**src/rtl/btn_event_ctrl_pkg.sv**
```systemverilog
// -----------------------------------------------------------------------------
// btn_event_ctrl_pkg
//
// Purpose : Shared definitions for the player-button event path.
//           Holds the FSM state encoding (also exported on oState for debug),
//           the default cycle counts for a 100 MHz system clock, and a small
//           helper used when sizing counters.
//
// Contents:
//   STATE_W               width of the state encoding / oState
//   state_e               IDLE=0, PRESS_DB=1, HELD=2, LONG=3, RELEASE_DB=4
//   DEF_DEBOUNCE_CYCLES   10 ms debounce window at 100 MHz
//   DEF_LONG_CYCLES       1 s long-press threshold at 100 MHz
//   DEF_COOLDOWN_CYCLES   50 ms minimum spacing between flap events
//   max_int()             larger of two integers
// -----------------------------------------------------------------------------
package btn_event_ctrl_pkg;

    localparam int STATE_W = 3;

    typedef enum logic [STATE_W-1:0] {
        IDLE       = 3'd0,
        PRESS_DB   = 3'd1,
        HELD       = 3'd2,
        LONG       = 3'd3,
        RELEASE_DB = 3'd4
    } state_e;

    localparam int DEF_DEBOUNCE_CYCLES = 1_000_000;
    localparam int DEF_LONG_CYCLES     = 100_000_000;
    localparam int DEF_COOLDOWN_CYCLES = 5_000_000;

    function automatic int max_int(input int a, input int b);
        return (a > b) ? a : b;
    endfunction

endpackage

```
**src/rtl/btn_event_ctrl_if.sv**
```systemverilog
// -----------------------------------------------------------------------------
// btn_event_ctrl_if
//
// Purpose : Bundles the button input, the game enable and the event pulses
//           exchanged between the board/game side and btn_event_ctrl.
//
// Signals :
//   iBtn      raw asynchronous button level, active high
//   iEnable   game accepts flap events when 1
//   oPress    one-cycle pulse: debounced press accepted and emitted
//   oLong     one-cycle pulse: press held for the long threshold
//   oRelease  one-cycle pulse: debounced release
//   oDrop     one-cycle pulse: debounced press suppressed
//   oState    current FSM state encoding, debug only
//
// Modports:
//   master    board/game side: drives iBtn/iEnable, observes events
//   slave     btn_event_ctrl: consumes iBtn/iEnable, drives events
// -----------------------------------------------------------------------------
interface btn_event_ctrl_if;
    import btn_event_ctrl_pkg::*;

    logic               iBtn;
    logic               iEnable;
    logic               oPress;
    logic               oLong;
    logic               oRelease;
    logic               oDrop;
    logic [STATE_W-1:0] oState;

    modport master (
        output iBtn,
        output iEnable,
        input  oPress,
        input  oLong,
        input  oRelease,
        input  oDrop,
        input  oState
    );

    modport slave (
        input  iBtn,
        input  iEnable,
        output oPress,
        output oLong,
        output oRelease,
        output oDrop,
        output oState
    );

endinterface

```
**src/rtl/btn_event_ctrl_sync.sv**
```systemverilog
// -----------------------------------------------------------------------------
// btn_sync
//
// Purpose : Two-flop synchroniser for a slow asynchronous board input.
//           Reusable for any single-bit level input (buttons, switches).
//
// Ports   :
//   iClk    system clock
//   iRst_n  synchronous active-low reset, clears both flops
//   iSig    asynchronous input level
//   oSig    synchronised level, two iClk edges behind iSig
// -----------------------------------------------------------------------------
module btn_sync (
    input  logic iClk,
    input  logic iRst_n,
    input  logic iSig,
    output logic oSig
);

    logic r_sync_p0;
    logic r_sync_p1;

    always_ff @(posedge iClk) begin
        if (!iRst_n) begin
            r_sync_p0 <= 1'b0;
            r_sync_p1 <= 1'b0;
        end else begin
            // stage 0 may go metastable; stage 1 gives it a full cycle to settle
            r_sync_p0 <= iSig;
            r_sync_p1 <= r_sync_p0;
        end
    end

    assign oSig = r_sync_p1;

endmodule

```
**src/rtl/btn_event_ctrl.sv**
```systemverilog
// -----------------------------------------------------------------------------
// btn_event_ctrl
//
// Purpose : Player-button path for the game. Synchronises the raw button,
//           debounces press and release, and turns clean edges into
//           single-cycle events: flap (oPress), long-press (oLong) and
//           release (oRelease). Presses arriving while the cooldown is
//           running or while the game has disabled input are reported on
//           oDrop instead of oPress.
//
// Parameters:
//   DEBOUNCE_CYCLES  stable-level cycles to accept a press/release (>= 2)
//   LONG_CYCLES      held cycles after an accepted press before oLong
//                    (> DEBOUNCE_CYCLES)
//   COOLDOWN_CYCLES  minimum spacing between oPress pulses; 0 disables it
//
// Ports   :
//   iClk    system clock
//   iRst_n  synchronous active-low reset
//   bus     btn_event_ctrl_if.slave: iBtn, iEnable in; oPress, oLong,
//           oRelease, oDrop, oState out (all outputs registered)
// -----------------------------------------------------------------------------
module btn_event_ctrl
    import btn_event_ctrl_pkg::*;
#(
    parameter int DEBOUNCE_CYCLES = DEF_DEBOUNCE_CYCLES,
    parameter int LONG_CYCLES     = DEF_LONG_CYCLES,
    parameter int COOLDOWN_CYCLES = DEF_COOLDOWN_CYCLES
) (
    input  logic              iClk,
    input  logic              iRst_n,
    btn_event_ctrl_if.slave   bus
);

    localparam int CNT_W = $clog2(max_int(DEBOUNCE_CYCLES, LONG_CYCLES) + 1);
    // A zero cooldown still needs a 1-bit register that simply never loads.
    localparam int CD_W  = (COOLDOWN_CYCLES > 0) ? $clog2(COOLDOWN_CYCLES + 1) : 1;

    localparam logic [CNT_W-1:0] DB_LAST   = CNT_W'(DEBOUNCE_CYCLES - 1);
    localparam logic [CNT_W-1:0] LONG_LAST = CNT_W'(LONG_CYCLES - 1);
    localparam logic [CD_W-1:0]  CD_LOAD   = CD_W'(COOLDOWN_CYCLES);

    logic             w_btn_s;
    logic             w_accept_ok;

    state_e           r_state;
    logic [CNT_W-1:0] r_cnt;
    logic [CD_W-1:0]  r_cooldown;
    logic             r_press;
    logic             r_long;
    logic             r_release;
    logic             r_drop;

    btn_sync u_btn_sync (
        .iClk   (iClk),
        .iRst_n (iRst_n),
        .iSig   (bus.iBtn),
        .oSig   (w_btn_s)
    );

    // iEnable only matters in the cycle a press is accepted.
    assign w_accept_ok = (r_cooldown == '0) && bus.iEnable;

    always_ff @(posedge iClk) begin
        if (!iRst_n) begin
            r_state    <= IDLE;
            r_cnt      <= '0;
            r_cooldown <= '0;
            r_press    <= 1'b0;
            r_long     <= 1'b0;
            r_release  <= 1'b0;
            r_drop     <= 1'b0;
        end else begin
            r_press   <= 1'b0;
            r_long    <= 1'b0;
            r_release <= 1'b0;
            r_drop    <= 1'b0;

            // Free-running countdown; a press accept below overrides it.
            if (r_cooldown != '0) begin
                r_cooldown <= r_cooldown - 1'b1;
            end

            case (r_state)
                IDLE: begin
                    if (w_btn_s) begin
                        r_state <= PRESS_DB;
                        r_cnt   <= '0;
                    end
                end

                PRESS_DB: begin
                    // A low sample always aborts, even on the threshold cycle.
                    if (!w_btn_s) begin
                        r_state <= IDLE;
                        r_cnt   <= '0;
                    end else if (r_cnt == DB_LAST) begin
                        r_state <= HELD;
                        r_cnt   <= '0;
                        if (w_accept_ok) begin
                            r_press    <= 1'b1;
                            r_cooldown <= CD_LOAD;
                        end else begin
                            r_drop     <= 1'b1;
                        end
                    end else begin
                        r_cnt <= r_cnt + 1'b1;
                    end
                end

                HELD: begin
                    // Release takes priority over reaching the long threshold.
                    if (!w_btn_s) begin
                        r_state <= RELEASE_DB;
                        r_cnt   <= '0;
                    end else if (r_cnt == LONG_LAST) begin
                        r_state <= LONG;
                        r_cnt   <= '0;
                        r_long  <= 1'b1;
                    end else begin
                        r_cnt <= r_cnt + 1'b1;
                    end
                end

                LONG: begin
                    if (!w_btn_s) begin
                        r_state <= RELEASE_DB;
                        r_cnt   <= '0;
                    end
                end

                RELEASE_DB: begin
                    // A bounce back high parks in LONG so it can neither
                    // re-trigger a press nor produce a late long-press.
                    if (w_btn_s) begin
                        r_state <= LONG;
                        r_cnt   <= '0;
                    end else if (r_cnt == DB_LAST) begin
                        r_state   <= IDLE;
                        r_cnt     <= '0;
                        r_release <= 1'b1;
                    end else begin
                        r_cnt <= r_cnt + 1'b1;
                    end
                end

                default: begin
                    r_state <= IDLE;
                    r_cnt   <= '0;
                end
            endcase
        end
    end

    assign bus.oPress   = r_press;
    assign bus.oLong    = r_long;
    assign bus.oRelease = r_release;
    assign bus.oDrop    = r_drop;
    assign bus.oState   = r_state;

endmodule

```
**src/flat_wrapper.sv**
```systemverilog
// flat-port wrapper written by rule: the top's interface ports become plain ports
module btn_event_ctrl_flat import btn_event_ctrl_pkg::*;
#(
    parameter int DEBOUNCE_CYCLES = DEF_DEBOUNCE_CYCLES,
    parameter int LONG_CYCLES     = DEF_LONG_CYCLES,
    parameter int COOLDOWN_CYCLES = DEF_COOLDOWN_CYCLES
)
  (iClk, iRst_n, bus_iBtn, bus_iEnable, bus_oPress, bus_oLong, bus_oRelease, bus_oDrop, bus_oState);
  btn_event_ctrl_if bus_i ();
  input  logic iClk;
  input  logic iRst_n;
  input wire logic [$bits(bus_i.iBtn)-1:0] bus_iBtn;
  input wire logic [$bits(bus_i.iEnable)-1:0] bus_iEnable;
  output wire logic [$bits(bus_i.oPress)-1:0] bus_oPress;
  output wire logic [$bits(bus_i.oLong)-1:0] bus_oLong;
  output wire logic [$bits(bus_i.oRelease)-1:0] bus_oRelease;
  output wire logic [$bits(bus_i.oDrop)-1:0] bus_oDrop;
  output wire logic [$bits(bus_i.oState)-1:0] bus_oState;
  assign bus_i.iBtn = bus_iBtn;
  assign bus_i.iEnable = bus_iEnable;
  assign bus_oPress = bus_i.oPress;
  assign bus_oLong = bus_i.oLong;
  assign bus_oRelease = bus_i.oRelease;
  assign bus_oDrop = bus_i.oDrop;
  assign bus_oState = bus_i.oState;
  btn_event_ctrl #(.DEBOUNCE_CYCLES(DEBOUNCE_CYCLES), .LONG_CYCLES(LONG_CYCLES), .COOLDOWN_CYCLES(COOLDOWN_CYCLES)) u_core (.iClk(iClk), .iRst_n(iRst_n), .bus(bus_i));
endmodule
```
**config.mk**
```make
export PLATFORM = sky130hd
export DESIGN_NAME = btn_event_ctrl_flat
export DESIGN_NICKNAME = d
export VERILOG_FILES = /design/src/rtl/btn_event_ctrl_pkg.sv /design/src/rtl/btn_event_ctrl_if.sv /design/src/rtl/btn_event_ctrl_sync.sv /design/src/rtl/btn_event_ctrl.sv /design/src/flat_wrapper.sv
export SDC_FILE = /design/constraint.sdc
export NUM_CORES = 1
export LEC_CHECK = 0
export CAP_MARGIN = 20
export CORE_UTILIZATION = 50
export DETAILED_ROUTE_END_ITERATION = 12
export PLACE_DENSITY = 0.68
export SYNTH_ARGS = -nofsm -noshare
export SYNTH_HDL_FRONTEND = slang
export SYNTH_HIERARCHICAL = 1
export SYNTH_SLANG_ARGS = --single-unit
export TNS_END_PERCENT = 1
```
**constraint.sdc**
```tcl
create_clock -name iClk -period 4.1 [get_ports iClk]
set_clock_uncertainty 0.1 [all_clocks]
set_input_delay 0.615 -clock iClk [delete_from_list [all_inputs] [get_ports iClk]]
set_output_delay 0.615 -clock iClk [all_outputs]
set_load 0.01 [all_outputs]
```
==> results of run 1 <==
## placed cells by master, fill, tap and decap left out, drive strengths merged, types with 7 or more instances in the layout
cell | synthesis | final
nand4 | 8 | 8
dfxtp | 59 | 59
a31oi | 9 | 9
xnor2 | 29 | 29
nor2 | 54 | 54
inv | 10 | 10
nand3 | 15 | 15
clkdlybuf4s50 | 0 | 10
a21oi | 9 | 9
o21ai | 15 | 15
nor4 | 16 | 16
xor2 | 7 | 7
clkbuf | 8 | 12
or4 | 8 | 8
nor3 | 15 | 15
nand2 | 20 | 20
## worst min-delay path by stage
stage | endpoint | depth (start not counted)
floorplan | u_core/u_btn_sync/oSig$_SDFF_PN0_ | 1
global placement | u_core/u_btn_sync/oSig$_SDFF_PN0_ | 1
detailed placement | u_core/u_btn_sync/oSig$_SDFF_PN0_ | 1
CTS | u_core/u_btn_sync/oSig$_SDFF_PN0_ | 1
global route | u_core/u_btn_sync/oSig$_SDFF_PN0_ | 1
finish | u_core/u_btn_sync/oSig$_SDFF_PN0_ | 1
## where the power goes
part	total, mW	switching (mW)	internal [mW]
Sequential	0.754	0.0884	0.666
Clock	0.531	0.209	0.323
Combinational	0.591	0.320	0.271
## critical path: cells and delay by family, from the launching register on
| family | cells | cell delay [ns] |
|---|---|---|
| flip-flops | 1 | 0.33 |
| buffers and inverters | 1 | 0.12 |
| adder cells (fa/ha/maj) | 1 | 0.17 |
| AND/OR/NAND/NOR | 5 | 1.63 |
| AO/OA/AOI/OAI | 1 | 0.54 |
## final cells by class
type	count	area [um2]
clock buffer	12	165.2
sequential	59	1181
inverter	10	37.54
multi-input combinational	257	1567
clock inverter	2	35.03
fill	506	2331
tap	72	90.09
timing repair buffer	10	100.1
## stage by stage
stage,instances,utilization [%]
5_1_grt,422,57.67
3_5_place_dp,408,54.03
3_3_place_gp,408,54.03
4_1_cts,422,57.67
6_report,422,57.67
2_1_floorplan,339,-
## sequential cells by signal (all words and copies together), names as in the netlist
| signal | count |
|---|---|
| u_core/r_cooldown | 23 |
| u_core/u_btn_sync/r_sync_p0 | 1 |
| u_core/bus.oLong | 1 |
| u_core/bus.oDrop | 1 |
| u_core/u_btn_sync/oSig | 1 |
| u_core/bus.oRelease | 1 |
| u_core/bus.oPress | 1 |
| u_core/bus.oState | 3 |
| u_core/r_cnt | 27 |
## logic make-up (layout without fill, tap and decap cells)
family | count (synthesis) | count (layout) | share of synthesized area [%]
DFF | 59 | 59 | 41.49
adders and majority gates | 3 | 3 | 1.319
xor gates and xnor gates | 36 | 36 | 11.08
AOI/OAI and AO/OA | 48 | 48 | 10.90
and+or+nand+nor | 168 | 168 | 31.03
buffers and inverters | 23 | 34 | 3.473
muxes | 2 | 2 | 0.7033
## layer usage
layer | vias to the layer above | routed length [um] | global-route usage (%)
met1 | 1090 | 3050 | 29.75
met5 | - | 0 | 0
met2 | 65 | 2519 | 33.89
li1 | 1225 | - | -
met3 | 12 | 311 | 6.941
met4 | 0 | 121 | 10.38
==> impl_metrics.ini, run 1 <==
[run_status]
status = completed

[critical_path]
critical_path_arrival_ns = 3.12
crit_chain = inv_1 -> ha_1 -> or4b_1 -> or4_4 -> nor2_2 -> nand3_2 -> o31ai_4 -> nor2_1
crit_type = reg2reg
r2r_end = u_core/r_cooldown[17]$_SDFF_PN0_
crit_start = u_core/r_cooldown[0]$_SDFF_PN0_
cp-endpoint = u_core/r_cooldown[17]$_SDFF_PN0_
reg2reg_from = u_core/r_cooldown[0]$_SDFF_PN0_
critPathLaunchType = flip-flop
r2r_cells = 8
cp-end-kind = flip-flop
required_ns = 4.19
critPathSlowestCell = o31ai_4
critPathMaxStageDelay_ns = 0.54
r2r_slack_ns = 1.07
critPathMaxFanout = 15

[synth]
synth_top_cell_by_area = dfxtp_1
ys_ff_latch = 59
ys_seq_area_share_pct = 41.49
synth_area_per_cell_um2 = 8.397
synth_cells = 339
synthFlopType = dfxtp_1
syn-num-nets = 346
synth_top_area_share_pct = 41.49
async_flop_share_pct = 0
yosys-top-cells-area = dfxtp_1, xnor2_1, nor2_1
yosysMostFrequentCell = dfxtp_1
ys_warn_count = 6
ys_top_cells_by_count = dfxtp_1, nor2_1, xnor2_1
syn_area_um2 = 2846
synth_edf_count = 0
synth_cell_types = 45

[floorplanning]
die_area_um2 = 5999
core_um2 = 5507
initial_core_util_pct = 51.69
pin_count = 11
die_y_um = 77.45
die_x_um = 77.45
rows = 27

[drt]
drt_iter0_drc = 143
ant_nets = 0
postRouteWirelength_mm = 6.003
via_count = 2392
drt-vias-per-instance = 5.668
drtPass1Iterations = 4
drc = 0
wl_per_cell_um = 14.23

[place]
placedInstanceArea_um2 = 2975
post-dp-hpwl_mm = 4.166
globalplace.congestion = 0.8362
portBuffers = 10
dp_slack_ns = 1.080

[cts]
clock-sinks = 59
root_buffer = clkbuf_8
cts_buffer_depth = 2
cts_hold_buf = 0
cts_htree_levels = 3
cts_tree = yes
clk_pin_slew_ns = 0.07
ctsResizeCount = 0
post_cts_buffers = 0
clock_latency_ns = 0.33
cts_buffers = 9

[timing]
setup_viol = 0
max_freq_mhz = 329.7
timing.final.crit_share_pct = 73.98
hold_viol = 0
setup_slack_ns = 1.067
grt_setup_unrepaired = false
relSlewSlack_pct = 52.03
period_minus_slack_ns = 3.033
fin_tns_setup_ns = 0
worstMarginPinSlew_ns = 0.7162
holdWs_ns = 0.3383
final_max_slew_viol_count = 0

[grt]
grt-ovfl-total = 0
grt_usage_pct = 22.67
antenna_found_initial = 0
grt_pass1_wl_mm = 10.63
grt_pass1_vias = 2313
grt_max_degree = 17

[finish]
final_area_um2 = 3176
final_nets = 354
num_antenna_cells = 0
area_growth_syn_to_layout_pct = 11.56
drive_gt1_share_pct = 6.857

[power_and_ir_drop]
p_total_mw = 1.876
p_leak_nw = 1.031
peakVddDrop_mv = 0.2794
power_density_nw_per_um2 = 590.9

[hold_path]
hp-class = reg2reg
holdCritStartpoint = u_core/u_btn_sync/r_sync_p0$_SDFF_PN0_

[flow_run]
cap_viol_max_count = 0
(Power assumes the default switching activity.)
==> inputs of run 2 (changes only) <==
==> constraint.sdc (replaced) <==
create_clock -name iClk -period 2.9 [get_ports iClk]
set_clock_uncertainty 0.1 [all_clocks]
set_input_delay 0.435 -clock iClk [delete_from_list [all_inputs] [get_ports iClk]]
set_output_delay 0.435 -clock iClk [all_outputs]
set_load 0.01 [all_outputs]
==> run 2 against run 1 <==
  * Non-clock buffer count rose by 7
  * Clock-buffer cell count down 2
  * Clock power rose by 44%
  * Routed wire length grew 4.0%
  * Fmax up 16%
  * Core utilization up 1.0 points
  * Sequential cell count is the same
  * Combinational power grew 44%
  * Worst hold slack better by 0.0033 ns
  * Cell area increased by 1.7%
  * Die area stayed put
==> impl_metrics.ini, run 2 (synthesized netlist as in run 1, its figures left out) <==
[finish]
num-fill-cells = 496
drive_gt1_share_pct = 9.192
regMostFlops = u_core/r_cnt
final_cell_mix = dfxtp_1, nor2_1, xnor2_1
multiInputGateArea_um2 = 1567
area_growth_syn_to_layout_pct = 13.49
final_common_cell = dfxtp_1
largest_reg_flops = 27
stdcell_count = 431
final_nets = 361
num_antenna_cells = 0
seq_area_um2 = 1181

[timing]
relSlewSlack_pct = 60.06
final_max_slew_viol_count = 0
setup_viol = 0
grt_setup_unrepaired = false
worstMarginPinSlew_ns = 0.5937
max_freq_mhz = 382.3
fin_tns_setup_ns = 0
timing.final.crit_share_pct = 90.19
hold_viol = 0
setup_slack_ns = 0.2844
period_minus_slack_ns = 2.616

[critical_path]
path_buf_inv = 1
critPathSlowestCell = o21ai_1
critPathLaunchType = flip-flop
critPathMaxStageDelay_ns = 0.50
worst_path_dominant_cell_family = simple AND/OR/NAND/NOR gates
crit_start = u_core/r_cooldown[0]$_SDFF_PN0_
crit_type = reg2reg
path_depth = 8
r2r_slack_ns = 0.28
r2r_end = u_core/r_cooldown[9]$_SDFF_PN0_
critPathMaxFanout = 7
cp-endpoint = u_core/r_cooldown[9]$_SDFF_PN0_
cp-end-kind = flip-flop
reg2reg_from = u_core/r_cooldown[0]$_SDFF_PN0_
required_ns = 2.99
r2r_cells = 8
crit_chain = inv_1 -> ha_1 -> or4b_1 -> or4_4 -> o21ai_1 -> nor3_1 -> xnor2_1 -> o21ai_0
critical_path_arrival_ns = 2.71

[drt]
via_count = 2444
ant_nets = 0
postRouteWirelength_mm = 6.243
drt_iter0_drc = 130
drtPass1Iterations = 4
drc = 0
drt-vias-per-instance = 5.671
wl_per_cell_um = 14.48

[grt]
grt_pass1_vias = 2207
grt_pass1_wl_mm = 10.61
grt_usage_pct = 22.80
grt-ovfl-total = 0
grt_max_degree = 17
antenna_found_initial = 0

[run_status]
status = completed

[cts]
cts_hold_buf = 0
ctsResizeCount = 0
cts_buffer_depth = 2
cts_tree = yes
post_cts_buffers = 0
clock_latency_ns = 0.35
clock-sinks = 59
clk_pin_slew_ns = 0.07
cts_htree_levels = 3
cts_buffers = 9
root_buffer = clkbuf_8

[floorplanning]
die_x_um = 77.45
die_y_um = 77.45
core_um2 = 5507
pin_count = 11
initial_core_util_pct = 51.69
rows = 27
die_area_um2 = 5999

[power_and_ir_drop]
power_density_nw_per_um2 = 830.5
peakVddDrop_mv = 0.5836
p_total_mw = 2.683
p_leak_nw = 1.053

[hold_path]
hold_depth = 1
hp-class = reg2reg

[flow_run]
cap_viol_max_count = 0

[place]
dp_slack_ns = 0.2720
post-dp-hpwl_mm = 4.325
portBuffers = 10
globalplace.congestion = 0.8598
placed_cells = 415
run 2: cell count changes in the layout (fill, tap and decap cells not counted), sizes merged:
cell / delta
buf: +7
clkinvlp: +4
clkbuf: -2
run 2: how the worst min path moves through the flow:
stage | slack [ns] | from | endpoint
6_report | 0.34 | u_core/u_btn_sync/r_sync_p0$_SDFF_PN0_ | u_core/u_btn_sync/oSig$_SDFF_PN0_
5_1_grt | 0.37 | u_core/u_btn_sync/r_sync_p0$_SDFF_PN0_ | u_core/u_btn_sync/oSig$_SDFF_PN0_
4_1_cts | 0.35 | u_core/u_btn_sync/r_sync_p0$_SDFF_PN0_ | u_core/u_btn_sync/oSig$_SDFF_PN0_
3_5_place_dp | 0.33 | u_core/u_btn_sync/r_sync_p0$_SDFF_PN0_ | u_core/u_btn_sync/oSig$_SDFF_PN0_
3_3_place_gp | 0.33 | u_core/u_btn_sync/r_sync_p0$_SDFF_PN0_ | u_core/u_btn_sync/oSig$_SDFF_PN0_
2_1_floorplan | 0.31 | u_core/u_btn_sync/r_sync_p0$_SDFF_PN0_ | u_core/u_btn_sync/oSig$_SDFF_PN0_
run 2: metrics by stage:
step / cell area, um2 / hold slack [ns] / util (%)
6_report: 3231 / 0.3417 / 58.67
5_1_grt: 3231 / 0.3656 / 58.67
4_1_cts: 3231 / 0.3547 / 58.67
3_5_place_dp: 3028 / 0.3331 / 54.99
3_3_place_gp: 3028 / 0.3331 / 54.99
2_1_floorplan: 2846 / 0.3118 / -
run 2: layer usage:
layer  global-route usage, %  vias up  wire length [um]  share of wire [%]
met2                   33.63       57              2778                 44
li1                        -     1242                 -                  -
met4                   9.623        0               135                2.2
met1                   29.88     1134              3012                 48
met5                       0        -                 0                  0
met3                   8.118       11               317                5.1
run 2: report_power, final:
group	switching [mW]	total, mW	internal, mW
logic	0.453	0.849	0.396
clock network	0.347	0.764	0.417
registers	0.130	1.07	0.941
total	0.929	2.68	1.75
run 2: layout make-up:
cell class / instances / area share [%]
multi-input cells: 257 / 48.49
flip-flops and latches: 59 / 36.56
repair buffers: 17 / 4.725
clock buffers: 10 / 4.260
well taps: 72 / 2.789
clock inverters: 6 / 2.014
inverters: 10 / 1.162
==> inputs of run 3 (changes only) <==
--- a/config.mk
+++ b/config.mk
@@ -6,9 +6,11 @@
 export NUM_CORES = 1
 export LEC_CHECK = 0
 export CAP_MARGIN = 20
-export CORE_UTILIZATION = 50
+export CELL_PAD_IN_SITES_DETAIL_PLACEMENT = 1
+export CELL_PAD_IN_SITES_GLOBAL_PLACEMENT = 2
+export CORE_UTILIZATION = 37
 export DETAILED_ROUTE_END_ITERATION = 12
-export PLACE_DENSITY = 0.68
+export PLACE_DENSITY = 0.79
 export SYNTH_ARGS = -nofsm -noshare
 export SYNTH_HDL_FRONTEND = slang
 export SYNTH_HIERARCHICAL = 1
==> run 3 against run 2 <==
  * Worst hold slack improved by 0.0068 ns
  * Cell area increased by 1.6%
  * Largest cell class unchanged
  * Global-route usage decreased by 3.8 points
  * Clock power increased by 13%
  * Highest routed layer unchanged
  * Register-to-register slack improved by 0.10 ns
  * Combinational power increased by 1%
  * Sequential share of layout area decreased by 0.57 points
  * Via count increased by 0.41%
==> impl_metrics.ini, run 3 (synthesized netlist as in run 1, its figures left out) <==
[run_status]
status = completed

[finish]
stdcell_count = 457
final_common_cell = dfxtp_1
regMostFlops = u_core/r_cnt
area_growth_syn_to_layout_pct = 15.30
drive_gt1_share_pct = 8.659
final_cell_mix = dfxtp_1, nor2_1, xnor2_1
num_antenna_cells = 0
largest_reg_flops = 27
final_nets = 360

[floorplanning]
core_um2 = 7331
pin_count = 11
die_area_um2 = 8048
initial_core_util_pct = 38.83
die_y_um = 89.71
die_x_um = 89.71
rows = 31

[grt]
grt_pass1_vias = 2415
grt_max_degree = 17
grt_usage_pct = 18.97
antenna_found_initial = 0
grt_pass1_wl_mm = 12.18
grt-ovfl-total = 0

[timing]
worstMarginPinSlew_ns = 0.7334
hold_viol = 0
holdWs_ns = 0.3485
fin_tns_setup_ns = 0
setup_viol = 0
timing.final.crit_share_pct = 86.75
final_max_slew_viol_count = 0
relSlewSlack_pct = 50.66
setup_slack_ns = 0.3842
max_freq_mhz = 397.5
period_minus_slack_ns = 2.516
grt_setup_unrepaired = false

[drt]
postRouteWirelength_mm = 7.031
wl_per_cell_um = 15.39
drt_iter0_drc = 90
drt-vias-per-instance = 5.370
ant_nets = 0
drtPass1Iterations = 5
via_count = 2454
drc = 0

[critical_path]
crit_type = reg2reg
critical_path_arrival_ns = 2.61
r2r_cells = 8
required_ns = 3.00
critPathSlowestCell = or4_4
cp-end-kind = flip-flop
critPathMaxFanout = 7
r2r_end = u_core/r_cooldown[11]$_SDFF_PN0_
critPathLaunchType = flip-flop
critPathMaxStageDelay_ns = 0.45
crit_chain = inv_1 -> ha_1 -> or4b_1 -> or4_4 -> o21ai_1 -> nor2_1 -> xnor2_1 -> o21ai_0
r2r_slack_ns = 0.38
reg2reg_from = u_core/r_cooldown[0]$_SDFF_PN0_

[power_and_ir_drop]
pwr-share-clk_pct = 30.9
p_leak_nw = 1.069
peakVddDrop_mv = 0.2722
p_seq_share_pct = 38.3
power_switching_uw = 923.5
pwr-share-comb_pct = 30.8
p_sw_share_pct = 33.10
power_density_nw_per_um2 = 850.2
intPower_mw = 1.867

[cts]
cts_hold_buf = 0
ctsResizeCount = 0
clock-sinks = 59
cts_tree = yes
clk_pin_slew_ns = 0.07
cts_buffer_depth = 2
cts_buffers = 9
post_cts_buffers = 0
cts_htree_levels = 3
root_buffer = clkbuf_8
clock_latency_ns = 0.34

[place]
post-dp-hpwl_mm = 5.074
portBuffers = 10
dp_slack_ns = 0.3764
placed_cells = 441
globalplace.congestion = 0.7651

[hold_path]
hold_depth = 1
hp-class = reg2reg
hold_end = u_core/u_btn_sync/oSig$_SDFF_PN0_
holdCritStartpoint = u_core/u_btn_sync/r_sync_p0$_SDFF_PN0_

[flow_run]
cap_viol_max_count = 0
run 3: how the worst max path moves through the flow:
stage	startpoint	to	slack, ns	cells after the start
final	u_core/r_cooldown[0]$_SDFF_PN0_	u_core/r_cooldown[11]$_SDFF_PN0_	0.38	8
after global routing	u_core/r_cooldown[0]$_SDFF_PN0_	u_core/r_cooldown[11]$_SDFF_PN0_	0.12	8
after floorplan	u_core/r_cooldown[0]$_SDFF_PN0_	u_core/r_cooldown[13]$_SDFF_PN0_	0.56	9
after CTS	u_core/r_cooldown[0]$_SDFF_PN0_	u_core/r_cooldown[9]$_SDFF_PN0_	0.35	8
after detailed placement	u_core/r_cooldown[0]$_SDFF_PN0_	u_core/r_cooldown[9]$_SDFF_PN0_	0.38	8
after global placement	u_core/r_cooldown[0]$_SDFF_PN0_	u_core/r_cooldown[9]$_SDFF_PN0_	0.43	8
run 3: metrics by stage:
step / instance area, um2 / power, mW / util [%]
floorplan: 2846 / 1.754 / -
global placement: 3054 / 1.933 / 41.66
detailed placement: 3054 / 1.947 / 41.66
CTS: 3282 / 2.820 / 44.77
global route: 3282 / 2.987 / 44.77
finish: 3282 / 2.790 / 44.77
run 3: layout make-up:
cell class / count / area, um2
Fill cell: 876 / 4049
Tap cell: 99 / 123.9
Sequential cell: 59 / 1181
Clock buffer: 12 / 155.1
Inverter: 10 / 37.54
Timing Repair Buffer: 16 / 145.1
Clock inverter: 4 / 72.57
Multi-Input combinational cell: 257 / 1567
run 3: power groups by stage:
stage          logic (mW)  clock network (mW)  registers (mW)
5_1_grt             0.970               0.928            1.09
6_report            0.859               0.863            1.07
3_3_place_gp        0.852                   0            1.08
2_1_floorplan       0.702                   0            1.05
3_5_place_dp        0.863                   0            1.08
4_1_cts             0.869               0.882            1.07
run 3: routing by layer:
metal	up-vias	GRT usage (%)	part of all wire (%)
li1	1235	-	-
met1	1180	26.19	51
met2	34	28.59	44
met3	5	5.838	4.2
met4	0	4.918	0.75
met5	-	0	0
run 3: critical path, delay by kind of cell (launching register included):
family                   cells  cell delay [ns]
AO/OA/AOI/OAI                2             0.53
XOR/XNOR                     1             0.15
adder cells (fa/ha/maj)      1             0.16
buffers and inverters        1             0.12
flip-flops                   1             0.32
AND/OR/NAND/NOR              3             0.99
